**src/rtl/kamus_pkg.sv**
```systemverilog
// Shared RV32I decode types: opcodes, ALU/memory encodings and the packed control word.
package kamus_pkg;

    localparam int REG_AW = 5;
    localparam int CTRL_W = 15;

    typedef logic [6:0] opcode_e;
    localparam opcode_e OPC_LUI    = 7'b0110111;
    localparam opcode_e OPC_AUIPC  = 7'b0010111;
    localparam opcode_e OPC_JAL    = 7'b1101111;
    localparam opcode_e OPC_JALR   = 7'b1100111;
    localparam opcode_e OPC_BRANCH = 7'b1100011;
    localparam opcode_e OPC_LOAD   = 7'b0000011;
    localparam opcode_e OPC_STORE  = 7'b0100011;
    localparam opcode_e OPC_OP_IMM = 7'b0010011;
    localparam opcode_e OPC_OP     = 7'b0110011;

    // Branch compares live in alu_op so execute needs no funct3; BLT/BLTU reuse SLT/SLTU.
    typedef enum logic [3:0] {
        ALU_ADD    = 4'd0,
        ALU_SUB    = 4'd1,
        ALU_SLL    = 4'd2,
        ALU_SLT    = 4'd3,
        ALU_SLTU   = 4'd4,
        ALU_XOR    = 4'd5,
        ALU_SRL    = 4'd6,
        ALU_SRA    = 4'd7,
        ALU_OR     = 4'd8,
        ALU_AND    = 4'd9,
        ALU_PASS_B = 4'd10,
        ALU_EQ     = 4'd11,
        ALU_NE     = 4'd12,
        ALU_GE     = 4'd13,
        ALU_GEU    = 4'd14
    } alu_op_e;

    typedef enum logic [1:0] {
        MEM_B = 2'd0,
        MEM_H = 2'd1,
        MEM_W = 2'd2
    } mem_size_e;

    typedef struct packed {
        alu_op_e   alu_op;
        logic      src_a_pc;
        logic      src_b_imm;
        logic      reg_wr_en;
        logic      mem_rd;
        logic      mem_wr;
        mem_size_e mem_size;
        logic      mem_unsigned;
        logic      branch;
        logic      jump;
        logic      jalr;
    } ctrl_t;

    function automatic logic [31:0] sext12(input logic [11:0] v);
        return {{20{v[11]}}, v};
    endfunction

endpackage

```
**src/rtl/instr_decoder.sv**
```systemverilog
// Combinational RV32I decoder: instruction word to control word, immediate and operand usage.
// Illegal encodings return an all-zero control word, zero immediate and no source usage.
module instr_decoder
    import kamus_pkg::*;
(
    input  logic [31:0] instr,
    output ctrl_t       ctrl,
    output logic [31:0] imm,
    output logic        rs1_used,
    output logic        rs2_used,
    output logic        illegal
);

    logic [6:0]  opcode;
    logic [2:0]  funct3;
    logic [6:0]  funct7;
    logic [31:0] imm_i, imm_s, imm_b, imm_u, imm_j;

    ctrl_t       c;
    logic [31:0] im;
    logic        r1, r2, bad;

    assign opcode = instr[6:0];
    assign funct3 = instr[14:12];
    assign funct7 = instr[31:25];

    assign imm_i = sext12(instr[31:20]);
    assign imm_s = sext12({instr[31:25], instr[11:7]});
    assign imm_b = {{20{instr[31]}}, instr[7], instr[30:25], instr[11:8], 1'b0};
    assign imm_u = {instr[31:12], 12'b0};
    assign imm_j = {{12{instr[31]}}, instr[19:12], instr[20], instr[30:21], 1'b0};

    always_comb begin
        c   = '0;
        im  = '0;
        r1  = 1'b0;
        r2  = 1'b0;
        bad = 1'b0;
        case (opcode)
            OPC_LUI: begin
                c.alu_op    = ALU_PASS_B;
                c.src_b_imm = 1'b1;
                c.reg_wr_en = 1'b1;
                im          = imm_u;
            end
            OPC_AUIPC: begin
                c.alu_op    = ALU_ADD;
                c.src_a_pc  = 1'b1;
                c.src_b_imm = 1'b1;
                c.reg_wr_en = 1'b1;
                im          = imm_u;
            end
            OPC_JAL: begin
                c.alu_op    = ALU_ADD;
                c.src_a_pc  = 1'b1;
                c.src_b_imm = 1'b1;
                c.reg_wr_en = 1'b1;
                c.jump      = 1'b1;
                im          = imm_j;
            end
            OPC_JALR: begin
                r1          = 1'b1;
                c.alu_op    = ALU_ADD;
                c.src_b_imm = 1'b1;
                c.reg_wr_en = 1'b1;
                c.jump      = 1'b1;
                c.jalr      = 1'b1;
                im          = imm_i;
                bad         = (funct3 != 3'b000);
            end
            OPC_BRANCH: begin
                r1       = 1'b1;
                r2       = 1'b1;
                c.branch = 1'b1;
                im       = imm_b;
                case (funct3)
                    3'b000:  c.alu_op = ALU_EQ;
                    3'b001:  c.alu_op = ALU_NE;
                    3'b100:  c.alu_op = ALU_SLT;
                    3'b101:  c.alu_op = ALU_GE;
                    3'b110:  c.alu_op = ALU_SLTU;
                    3'b111:  c.alu_op = ALU_GEU;
                    default: bad = 1'b1;
                endcase
            end
            OPC_LOAD: begin
                r1             = 1'b1;
                c.alu_op       = ALU_ADD;
                c.src_b_imm    = 1'b1;
                c.reg_wr_en    = 1'b1;
                c.mem_rd       = 1'b1;
                c.mem_size     = mem_size_e'(funct3[1:0]);
                c.mem_unsigned = funct3[2];
                im             = imm_i;
                bad            = (funct3 == 3'b011) || (funct3 == 3'b110) || (funct3 == 3'b111);
            end
            OPC_STORE: begin
                r1          = 1'b1;
                r2          = 1'b1;
                c.alu_op    = ALU_ADD;
                c.src_b_imm = 1'b1;
                c.mem_wr    = 1'b1;
                c.mem_size  = mem_size_e'(funct3[1:0]);
                im          = imm_s;
                bad         = funct3[2] || (funct3[1:0] == 2'b11);
            end
            OPC_OP_IMM: begin
                r1          = 1'b1;
                c.src_b_imm = 1'b1;
                c.reg_wr_en = 1'b1;
                im          = imm_i;
                case (funct3)
                    3'b000: c.alu_op = ALU_ADD;
                    3'b010: c.alu_op = ALU_SLT;
                    3'b011: c.alu_op = ALU_SLTU;
                    3'b100: c.alu_op = ALU_XOR;
                    3'b110: c.alu_op = ALU_OR;
                    3'b111: c.alu_op = ALU_AND;
                    3'b001: begin
                        c.alu_op = ALU_SLL;
                        bad      = (funct7 != 7'b0000000);
                    end
                    default: begin
                        c.alu_op = funct7[5] ? ALU_SRA : ALU_SRL;
                        bad      = (funct7 != 7'b0000000) && (funct7 != 7'b0100000);
                    end
                endcase
            end
            OPC_OP: begin
                r1          = 1'b1;
                r2          = 1'b1;
                c.reg_wr_en = 1'b1;
                case (funct3)
                    3'b000:  c.alu_op = funct7[5] ? ALU_SUB : ALU_ADD;
                    3'b001:  c.alu_op = ALU_SLL;
                    3'b010:  c.alu_op = ALU_SLT;
                    3'b011:  c.alu_op = ALU_SLTU;
                    3'b100:  c.alu_op = ALU_XOR;
                    3'b101:  c.alu_op = funct7[5] ? ALU_SRA : ALU_SRL;
                    3'b110:  c.alu_op = ALU_OR;
                    default: c.alu_op = ALU_AND;
                endcase
                bad = !((funct7 == 7'b0000000) ||
                        ((funct7 == 7'b0100000) && ((funct3 == 3'b000) || (funct3 == 3'b101))));
            end
            default: bad = 1'b1;
        endcase

        if (instr[1:0] != 2'b11) begin
            bad = 1'b1;
        end
        if (bad) begin
            c  = '0;
            im = '0;
            r1 = 1'b0;
            r2 = 1'b0;
        end
    end

    assign ctrl     = c;
    assign imm      = im;
    assign rs1_used = r1;
    assign rs2_used = r2;
    assign illegal  = bad;

endmodule

```
**src/rtl/decode_stage.sv**
```systemverilog
// RV32I decode stage: one-cycle registered decode aligned with synchronous register-file reads.
// Stalls fetch on downstream backpressure, flush, or a RAW/WAW hit in the busy scoreboard.
module decode_stage
    import kamus_pkg::*;
#(
    parameter int XLEN  = 32,
    parameter int NREGS = 32
) (
    input  logic              clk_i,
    input  logic              rst_ni,
    input  logic              flush_i,
    input  logic              if_valid_i,
    output logic              if_ready_o,
    input  logic [XLEN-1:0]   if_instr_i,
    input  logic [XLEN-1:0]   if_pc_i,
    output logic [REG_AW-1:0] rs1_addr_o,
    output logic [REG_AW-1:0] rs2_addr_o,
    input  logic              wb_valid_i,
    input  logic [REG_AW-1:0] wb_rd_addr_i,
    output logic              id_valid_o,
    input  logic              id_ready_i,
    output logic [XLEN-1:0]   id_pc_o,
    output logic [REG_AW-1:0] id_rd_addr_o,
    output logic [XLEN-1:0]   id_imm_o,
    output logic [CTRL_W-1:0] id_ctrl_o,
    output logic              id_illegal_o
);

    ctrl_t             dec_ctrl;
    logic [XLEN-1:0]   dec_imm;
    logic              dec_rs1_used, dec_rs2_used, dec_illegal;

    logic [REG_AW-1:0] if_rs1, if_rs2, if_rd;
    logic              hazard, accept;

    logic              valid_q, illegal_q;
    logic [XLEN-1:0]   pc_q, imm_q;
    logic [REG_AW-1:0] rd_q, rs1_q, rs2_q;
    ctrl_t             ctrl_q;
    logic [NREGS-1:0]  busy_q, busy_d;

    instr_decoder u_dec (
        .instr    (if_instr_i),
        .ctrl     (dec_ctrl),
        .imm      (dec_imm),
        .rs1_used (dec_rs1_used),
        .rs2_used (dec_rs2_used),
        .illegal  (dec_illegal)
    );

    assign if_rs1 = if_instr_i[19:15];
    assign if_rs2 = if_instr_i[24:20];
    assign if_rd  = if_instr_i[11:7];

    assign hazard = (dec_rs1_used && busy_q[if_rs1]) ||
                    (dec_rs2_used && busy_q[if_rs2]) ||
                    (dec_ctrl.reg_wr_en && busy_q[if_rd]);

    assign if_ready_o = (!valid_q || id_ready_i) && !hazard && !flush_i;
    assign accept     = if_valid_i && if_ready_o;

    // Outside the accept cycle the file keeps reading the held sources so its data stays put under stall.
    assign rs1_addr_o = accept ? if_rs1 : rs1_q;
    assign rs2_addr_o = accept ? if_rs2 : rs2_q;

    // Set is applied last so it wins over a same-edge writeback clear.
    always_comb begin
        busy_d = busy_q;
        if (wb_valid_i && (wb_rd_addr_i != '0)) begin
            busy_d[wb_rd_addr_i] = 1'b0;
        end
        if (flush_i && valid_q && ctrl_q.reg_wr_en && (rd_q != '0)) begin
            busy_d[rd_q] = 1'b0;
        end
        if (accept && dec_ctrl.reg_wr_en && (if_rd != '0)) begin
            busy_d[if_rd] = 1'b1;
        end
        busy_d[0] = 1'b0;
    end

    always_ff @(posedge clk_i or negedge rst_ni) begin
        if (!rst_ni) begin
            valid_q   <= 1'b0;
            illegal_q <= 1'b0;
            pc_q      <= '0;
            imm_q     <= '0;
            rd_q      <= '0;
            rs1_q     <= '0;
            rs2_q     <= '0;
            ctrl_q    <= '0;
            busy_q    <= '0;
        end else begin
            busy_q <= busy_d;
            if (accept) begin
                valid_q   <= 1'b1;
                illegal_q <= dec_illegal;
                pc_q      <= if_pc_i;
                imm_q     <= dec_imm;
                rd_q      <= if_rd;
                rs1_q     <= if_rs1;
                rs2_q     <= if_rs2;
                ctrl_q    <= dec_ctrl;
            end else if (flush_i || id_ready_i) begin
                valid_q <= 1'b0;
            end
        end
    end

    assign id_valid_o   = valid_q;
    assign id_pc_o      = pc_q;
    assign id_rd_addr_o = rd_q;
    assign id_imm_o     = imm_q;
    assign id_ctrl_o    = ctrl_q;
    assign id_illegal_o = illegal_q;

endmodule
```
**config.mk**
```make
export PLATFORM = sky130hd
export DESIGN_NAME = decode_stage
export DESIGN_NICKNAME = d
export VERILOG_FILES = /design/src/rtl/kamus_pkg.sv /design/src/rtl/instr_decoder.sv /design/src/rtl/decode_stage.sv
export SDC_FILE = /design/constraint.sdc
export NUM_CORES = 1
export LEC_CHECK = 0
export ABC_AREA = 1
export CAP_MARGIN = 20
export CORE_MARGIN = 5
export CORE_UTILIZATION = 55
export CTS_CLUSTER_DIAMETER = 100
export DETAILED_ROUTE_END_ITERATION = 16
export GPL_ROUTABILITY_DRIVEN = 0
export PLACE_DENSITY = 0.86
export SLEW_MARGIN = 20
export SYNTH_ARGS = -nofsm -noshare
export SYNTH_HDL_FRONTEND = slang
export SYNTH_HIERARCHICAL = 1
export SYNTH_SLANG_ARGS = --single-unit
```
**constraint.sdc**
```tcl
create_clock -name clk_i -period 6.1 [get_ports clk_i]
set_input_delay 1.22 -clock clk_i [delete_from_list [all_inputs] [get_ports clk_i]]
set_output_delay 1.22 -clock clk_i [all_outputs]
set_load 0.01 [all_outputs]
```
==> results of run 1 <==
==> final cells by class <==
| cell class | instances | area, sq um | area share |
|---|---|---|---|
| Multi-Input combinational cell | 862 | 3800 | 0.379 |
| Sequential cell | 127 | 3180 | 0.317 |
| Timing Repair Buffer | 185 | 1810 | 0.181 |
| Clock buffer | 19 | 443 | 0.0442 |
| Inverter | 108 | 405 | 0.0404 |
| Tap cell | 180 | 225 | 0.0225 |
| Clock inverter | 12 | 161 | 0.0161 |
==> registers in the layout, indices dropped and copies added (netlist names) <==
signal and flops:
id_valid_o 1, rs2_q 5, id_rd_addr_o 5, id_ctrl_o 15, id_pc_o 32, id_illegal_o 1, rs1_q 5, id_imm_o 32
busy_q 31
==> routing by layer <==
layer  track usage  vias to the layer above
met5             0                        -
met3        0.0858                      110
met4         0.157                        0
li1              -                     3900
met2         0.489                      551
met1         0.407                     3826
==> report_power, final <==
| group | switching [uW] | internal [uW] |
|---|---|---|
| clock | 393 | 654 |
| combinational | 301 | 222 |
| sequential | 64.5 | 925 |
==> stage by stage <==
step | total power [uW] | hold WS, ns | area [sq um] | util | setup slack [ns]
floorplan | 1250 | 0.515 | 7620 | - | 1.80
global placement | 1500 | 0.460 | 9420 | 0.686 | 0.668
detailed placement | 1510 | 0.464 | 9420 | 0.686 | 0.552
CTS | 2550 | 0.480 | 10000 | 0.730 | 0.546
global route | 2670 | 0.502 | 10000 | 0.731 | 0.299
finish | 2560 | 0.479 | 10000 | 0.731 | 0.479
==> worst reg2reg max path: stages, from the launching register on <==
cell and delay, ns:
dfrtp_1 0.44, nand3_1 0.12, nand3_1 0.08, nand2_1 0.08
nand2_1 0.08, nor2_1 0.10, nand2_1 0.10, a21oi_2 0.20
nand4_4 0.28, buf_4 0.46, nor2_4 0.66, nand3_1 0.17
nand2_1 0.13
==> kinds of logic (layout without fill, tap and decap cells) <==
logic type             Yosys count  in the layout  synth area share
AO/OA/AOI/OAI                  111            111            0.0795
buffers and inverters          153            324            0.0869
flip-flops                     127            127             0.417
AND/OR/NAND/NOR                751            751             0.416
==> final timing paths <==
kind                            cells past startpoint               startpoint  slack [ns]                           to
worst max-delay path                               13           if_instr_i[16]        0.48                rs2_addr_o[4]
worst min-delay path                                2  id_pc_o[21]$_DFFE_PN0N_        0.48      id_pc_o[21]$_DFFE_PN0N_
worst max register to register                     12      busy_q[2]$_DFF_PN0_        3.14         busy_q[10]$_DFF_PN0_
worst min register to register                      2  id_pc_o[21]$_DFFE_PN0N_        0.48      id_pc_o[21]$_DFFE_PN0N_
max in group asynchronous                           2                   rst_ni        3.90      id_pc_o[21]$_DFFE_PN0N_
min in group asynchronous                           1                   rst_ni        0.91  id_rd_addr_o[2]$_DFFE_PN0N_
==> synthesized netlist by cell type (2+ instances only) <==
master / n
nand2_1: 491
dfrtp_1: 127
nand3_1: 104
inv_1: 95
nor2_1: 89
o21ai_0: 47
a21oi_1: 43
buf_2: 33
nor3_1: 28
nor2_2: 12
nor2_4: 12
inv_2: 10
nand2_2: 7
clkbuf_1: 6
a22oi_1: 5
o221ai_1: 4
buf_6: 3
clkinv_1: 3
nand3_2: 3
o211ai_1: 3
o21ai_1: 3
a21oi_2: 2
a31oi_1: 2
buf_4: 2
nand4_1: 2
==> impl_metrics.ini, run 1 <==
[yosys]
synth_cell_types = 31
yosys.area.top_type = dfrtp_1
synth.area.top_cells = dfrtp_1, nand2_1, nand3_1
synth-async-reset-ratio = 1.00
synth_enable_flop_cells = 0
syn-num-nets = 1217
synth_ff_type = dfrtp_1
synth_area_sq_um = 7620
synth_area_per_cell_sq_um = 6.67
ys_seq_area_frac = 0.417
yosys_warnings = 6
netlist.area_leader.share = 0.417
ys_ff_latch = 127
synthCells = 1142

[floorplanning]
fp-row-count = 43
initial_core_util = 0.555
die-height_um = 128
coreArea_sq_um = 13700
dieArea_sq_um = 16300
num_io_pins = 172
die_w_um = 128

[drt]
antenna_left = 0
drtPass1Iterations = 7
drt_iter0_drc = 1098
via_count = 8387
routed-wl-met2_um = 11400
dr_wl_met3_um = 2950
vias_per_cell = 5.62
drcViolationCount = 0
routedWlPerCell_um = 17.0
drt-total-wl_um = 25400
drt-met1-wl_um = 9880
routed.top_layer = met4

[clocking]
postCtsSetupRepairBufs = 0
tritoncts = done
cts.sinks = 127
clk_pin_slew_ns = 0.06
h-tree-depth = 4
root_buffer = clkbuf_16
clk_latency_ns = 0.42
ctsHoldBuffers = 0
post_cts_resized = 0
cts.path.max_buffers = 2
cts_buffers = 17

[finish]
layout_commonest_cell = nand2_1
final_cell_mix = nand2_1, clkdlybuf4s50_1, dfrtp_1
fill_cells = 1045
final_cells = 1493
finalNetCount = 1376
drive_above_1_share = 0.0724
syn_to_final_growth_pct = 31.6
num_antenna_cells = 0

[sta]
rsz0062_at_grt = false
max_freq_mhz = 178
skew_ns = 0.00905
fin_tns_setup_ns = 0
fin_crit_ns = 5.62
worstMarginPinSlew_ns = 1.16
maxSlewViolCount = 0
max_slew_margin = 0.221
setup_viol = 0
fin_crit_sh = 0.921
finalHoldViolCount = 0

[global_route]
grt_pass1_vias = 7992
grt-ovfl-total = 0
antenna_found_initial = 0
grt_pass1_wl_um = 40700
track_usage = 0.315
grt_max_degree = 78

[placement]
dp.cells = 1462
hpwl_um = 17900
place.port_buffers = 171

[setup_path]
criticalPathCategory = input port to output pin
crit_family = buffers and inverters
max_stage_delay_ns = 0.78
crit_fanout = 23
critPathBufInv = 4
crit_arrival_ns = 4.40
crit_path_start_kind = input port
slowest_stage = clkdlybuf4s50_1
end_kind = output pin
required_ns = 4.88
crit_top_cell = nand3_1
crit_chain = clkdlybuf4s50_1 -> clkinv_1 -> nand3_1 -> nand3_1 -> nand2_1 -> nand2_1 -> nand3_1 -> nand3_1 -> nand4_4 -> buf_4 -> nand2_1 -> o21ai_0 -> clkdlybuf4s50_1

[run]
drv_cap = 0

[pwr]
power_density_nw_per_um2 = 255
peakVddDrop_uv = 226
p_leak_uw = 0.00489

[status]
status = completed

[worst_hold_path]
min_path_type = register to register
Power figures use the tool's default switching activity.
==> inputs of run 2 (changes only) <==
SETUP_SLACK_MARGIN = 0.05   (was unset)
==> results of run 2 <==
Same layout as run 1: the final DEF is identical, and so are final timing and power.
==> inputs of run 3 (changes only) <==
CORE_UTILIZATION = 46   (was 55)
PLACE_DENSITY = 0.74   (was 0.86)
SLEW_MARGIN = 5   (was 20)
==> run 3 against run 2 <==
Net effect: count of clock-buffer cells in the layout decreased by 2; core utilization down 11 points; non-clock buffer count increased by 1; worst hold slack hardly changed; cell count increased by 2.8%; critical path depth is 1 higher; global-route usage down 4.8 points; die area increased by 18%; design area grew 0.91%; first-iteration DRC count fell by 3.8%.
==> impl_metrics.ini, run 3 (synthesis gave the netlist of run 1 again) <==
[pwr]
p_leak_uw = 0.00492
peakVddDrop_uv = 206
finalPower_uw = 2620
power_density_nw_per_um2 = 259

[drt]
drtPass1Iterations = 7
antenna_left = 0
vias_per_cell = 5.34
drt_iter0_drc = 1056
via_count = 8197
drcViolationCount = 0
routedWlPerCell_um = 17.0
drt-total-wl_um = 26200

[placement]
place.port_buffers = 171
hpwl_um = 18400
dp.cells = 1501

[setup_path]
required_ns = 4.88
end_kind = output pin
crit_fanout = 21
crit_path_start_kind = input port
crit_arrival_ns = 4.45
criticalPathCategory = input port to output pin

[sta]
rsz0062_at_grt = false
holdWs_ns = 0.478
maxSlewViolCount = 0
skew_ns = 0.0144
fin_crit_sh = 0.930
fin_crit_ns = 5.67
setup_viol = 0
fin_tns_setup_ns = 0
max_slew_margin = 0.287
max_freq_mhz = 176
finalHoldViolCount = 0
worstMarginPinSlew_ns = 1.06

[finish]
final_cells = 1535
fill_cells = 1482
syn_to_final_growth_pct = 32.8
num_antenna_cells = 0
final_cell_mix = nand2_1, clkdlybuf4s50_1, dfrtp_1
layout_commonest_cell = nand2_1
drive_above_1_share = 0.0738
finalNetCount = 1377

[floorplanning]
die_w_um = 139
coreArea_sq_um = 16400
dieArea_sq_um = 19200
die-height_um = 139
num_io_pins = 172
initial_core_util = 0.464
fp-row-count = 47

[clocking]
clk_pin_slew_ns = 0.05
tritoncts = done
h-tree-depth = 4
cts.sinks = 127
root_buffer = clkbuf_16
postCtsSetupRepairBufs = 0
cts.path.max_buffers = 2
ctsHoldBuffers = 0
clk_latency_ns = 0.43
post_cts_resized = 0
cts_buffers = 17

[worst_hold_path]
min_path_type = register to register

[global_route]
grt_pass1_wl_um = 41200
grt-ovfl-total = 0
grt_max_degree = 92
grt_pass1_vias = 7573
track_usage = 0.267
antenna_found_initial = 0

[status]
status = completed

[run]
drv_cap = 0
## run 3: cell types whose count changed in the layout (fill, tap and decap cells not counted), sizes merged
cell	change
bufinv	+1
clkbuf	-1
clkinv	+2
clkinvlp	-1
inv	+1
## run 3: routing by layer
| layer | vias up | global-route usage | part of all wire |
|---|---|---|---|
| li1 | 3904 | - | - |
| met1 | 3753 | 0.359 | 0.41 |
| met2 | 465 | 0.417 | 0.46 |
| met3 | 75 | 0.0793 | 0.10 |
| met4 | 0 | 0.0834 | 0.028 |
| met5 | - | 0 | 0 |
## run 3: stage by stage
| step | util | setup WS, ns | cell area [sq um] |
|---|---|---|---|
| 2_1_floorplan | - | 1.80 | 7620 |
| 3_3_place_gp | 0.577 | 0.641 | 9470 |
| 3_5_place_dp | 0.577 | 0.499 | 9470 |
| 4_1_cts | 0.616 | 0.475 | 10100 |
| 5_1_grt | 0.617 | 0.167 | 10100 |
| 6_report | 0.617 | 0.429 | 10100 |
## run 3: worst max-delay path, cell delays in order
cell	delay (ns)
clkdlybuf4s50_1	0.65
inv_1	0.14
nand2_1	0.15
nand2_1	0.09
nand2_1	0.07
nand2_1	0.05
nand2_1	0.05
nand2_1	0.07
nand3_2	0.31
a21oi_1	0.15
a21oi_2	0.24
nand4_4	0.26
o21ai_0	0.38
clkdlybuf4s50_1	0.60
## run 3: path summary, 6_finish.rpt
path | slack [ns] | startpoint | cells past startpoint | end
max | 0.43 | if_instr_i[14] | 14 | rs1_addr_o[0]
min | 0.48 | id_pc_o[24]$_DFFE_PN0N_ | 2 | id_pc_o[24]$_DFFE_PN0N_
max reg2reg | 2.89 | busy_q[30]$_DFF_PN0_ | 14 | busy_q[8]$_DFF_PN0_
min reg2reg | 0.48 | id_pc_o[24]$_DFFE_PN0N_ | 2 | id_pc_o[24]$_DFFE_PN0N_
max in group asynchronous | 4.31 | rst_ni | 2 | id_imm_o[16]$_DFFE_PN0N_
min in group asynchronous | 0.70 | rst_ni | 1 | id_ctrl_o[0]$_DFFE_PN0N_
## run 3: layout make-up
class	count	area, sq um	share of cell area
clock buffer	17	425	0.0421
clock inverter	15	210	0.0208
inverter	108	405	0.0401
multi-input combinational	862	3790	0.375
sequential	127	3180	0.314
tap	220	275	0.0272
timing repair buffer	186	1830	0.181
## run 3: where the power goes
part / leakage [uW] / switching, uW / internal [uW]
clock network: 0.000304 / 421 / 690
logic: 0.00296 / 299 / 222
registers: 0.00165 / 65.3 / 925
total: 0.00492 / 785 / 1840
==> edit (config.mk and constraints of run 3) <==
Reset style: synchronous (`rst_ni`), changed in one clocked block.
--- a/src/rtl/decode_stage.sv
+++ b/src/rtl/decode_stage.sv
@@ -78,7 +78,7 @@
         busy_d[0] = 1'b0;
     end
 
-    always_ff @(posedge clk_i or negedge rst_ni) begin
+    always_ff @(posedge clk_i) begin
         if (!rst_ni) begin
             valid_q   <= 1'b0;
             illegal_q <= 1'b0;
Function: differs if rst_ni is asserted again (counterexample within 4 cycles, from zero or initial values and one cycle with rst_ni low); with rst_ni held inactive, the same outputs for 4 cycles.
==> edit against run 3 <==
- sequential share of layout area down 5.4 points
- cell area down 3.3%
- routed wire length down 3.3%
- via count up 2.0%
- worst setup slack better by 0.095 ns
- worst hold slack worse by 0.016 ns
- power down 12%
- synthesized area down 4.2%
- clock skew down 0.0084 ns
- die area down 3.9%
- register-to-register slack better by 0.37 ns
- sequential cell count unchanged
- utilization up 0.57 points
- global-route usage up 0.72 points
- critical path type unchanged
- critical endpoint is now rs1_addr_o[3]
==> edit: results (changes against run 3) <==
status=finished clean; first-pass GRT wire length=40100 µm (-2.7%); Root Driver=clkbuf_16; total track usage=27.4% (+0.72 points); Hold WS=0.462 ns (-0.0164 ns); via count=8365 (+2.0%); Peak Freq=179 MHz (+1.7%); crit path max fanout=13 (-38%); post-synthesis mux area share=0% (unchanged); Placed Cells=1520 (+1.3%); Max IR drop VDD=0.166 mV (-19%); Mapped Cells=1177 (+3.1%); clk_lat worst skew=about 0.42 ns; met1 Use GR=36.5% (+0.59 points); fill cell count=1507 (+1.7%); dpl ws=0.567 ns (+0.0677 ns); Final Cell Area=9780 µm² (-3.3%); final cell count without fillers=1555 (+1.3%); setup slack, reg-to-reg=3.26 ns (+0.37 ns); placed instance area=9080 µm² (-4.1%); Static Leak=3.74 nW (-24%); asr flop ratio synth=0% (-100 points); worst-margin pin slew=1.16 ns (+0.0965 ns); largest net degree at the start of global routing=90 (-2.2%); Synth Area in XOR/XNOR=0% (unchanged); metal3 WL=3210 µm (+18%); WL met1=10400 µm (-2.3%); clk_skew=0.00606 ns (-0.00838 ns); GR met3 Demand/Resource=8.85% (+0.91 points); Most Used Layer, Global Route=met2; first-pass iteration count of the detailed router=6 (-1); post-synth cell types=28 (-9.7%); drt wl/cell=16.3 µm (-4.5%); Synth Area in Compound Gates=16.9% (+9.0 points); Initial DRC Count=935 (-11%); Net Count, Synth=1252 (+2.9%); top cells by area, synth=dfxtp_1, nand2_1, a21oi_1, nand3_1, inv_1; # nets final=1401 (+1.7%); Post-Synth Adder-Cell Area=0% (unchanged); vias in the first global route=7771 (+2.6%); switching power total=0.579 mW (-26%); Post-DP HPWL=17600 µm (-4.2%); H-Tree Depth=4 (unchanged); ratio of cells with drive above 1 in the final layout=7.39% (+0.017 points); Seq/Total Area, Yosys=34.8% (-6.9 points); CP arrival=4.36 ns (-0.09 ns); met2 Use GR=40.7% (-0.99 points); ranking of synthesized cells by instance count=nand2_1, a21oi_1, dfxtp_1; initial antenna violation count=0 (unchanged); WL met2=10800 µm (-9.8%)
edit: area by class of cell:
class / count / share of cell area (%)
sequential: 127 / 26.0
timing repair buffer: 189 / 18.9
tap: 216 / 2.76
clock buffer: 20 / 4.77
clock inverter: 12 / 2.09
multi-input combinational: 871 / 40.8
inverter: 120 / 4.62
edit: power groups by stage:
| stage | Combinational, mW | Sequential, mW | Clock [mW] |
|---|---|---|---|
| final | 0.292 | 0.857 | 1.15 |
| after detailed placement | 0.285 | 0.875 | 0 |
| after CTS | 0.287 | 0.857 | 1.17 |
| after global placement | 0.284 | 0.874 | 0 |
| after floorplan | 0.139 | 0.880 | 0 |
| after global routing | 0.317 | 0.859 | 1.20 |
edit: logic make-up (layout without fill, tap and decap cells):
group / after synthesis / after routing
buf+inv: 179 / 341
simple gates: 637 / 637
flops: 127 / 127
compound gates: 234 / 234
edit: worst paths after layout:
kind | endpoint | from | cells after the start
hold reg to reg | id_pc_o[24]$_SDFFE_PN0N_ | id_pc_o[24]$_SDFFE_PN0N_ | 2
setup / recovery | rs1_addr_o[3] | if_instr_i[14] | 17
setup reg to reg | busy_q[20]$_SDFF_PN0_ | busy_q[9]$_SDFF_PN0_ | 15
hold / removal | id_pc_o[24]$_SDFFE_PN0N_ | id_pc_o[24]$_SDFFE_PN0N_ | 2
edit: worst max-delay path, cell delays in order:
cell and delay [ns]:
clkdlybuf4s50_1 0.67, inv_1 0.19, nand2_1 0.16, nand2_1 0.09, nand2_1 0.07, nand2_1 0.05, nand2_1 0.06, nand2_1 0.07
nand3_2 0.10, buf_4 0.25, a21oi_1 0.10, a21oi_2 0.24, nand4_4 0.23, nand2_1 0.12, inv_1 0.05, a21oi_1 0.13
clkdlybuf4s50_1 0.55
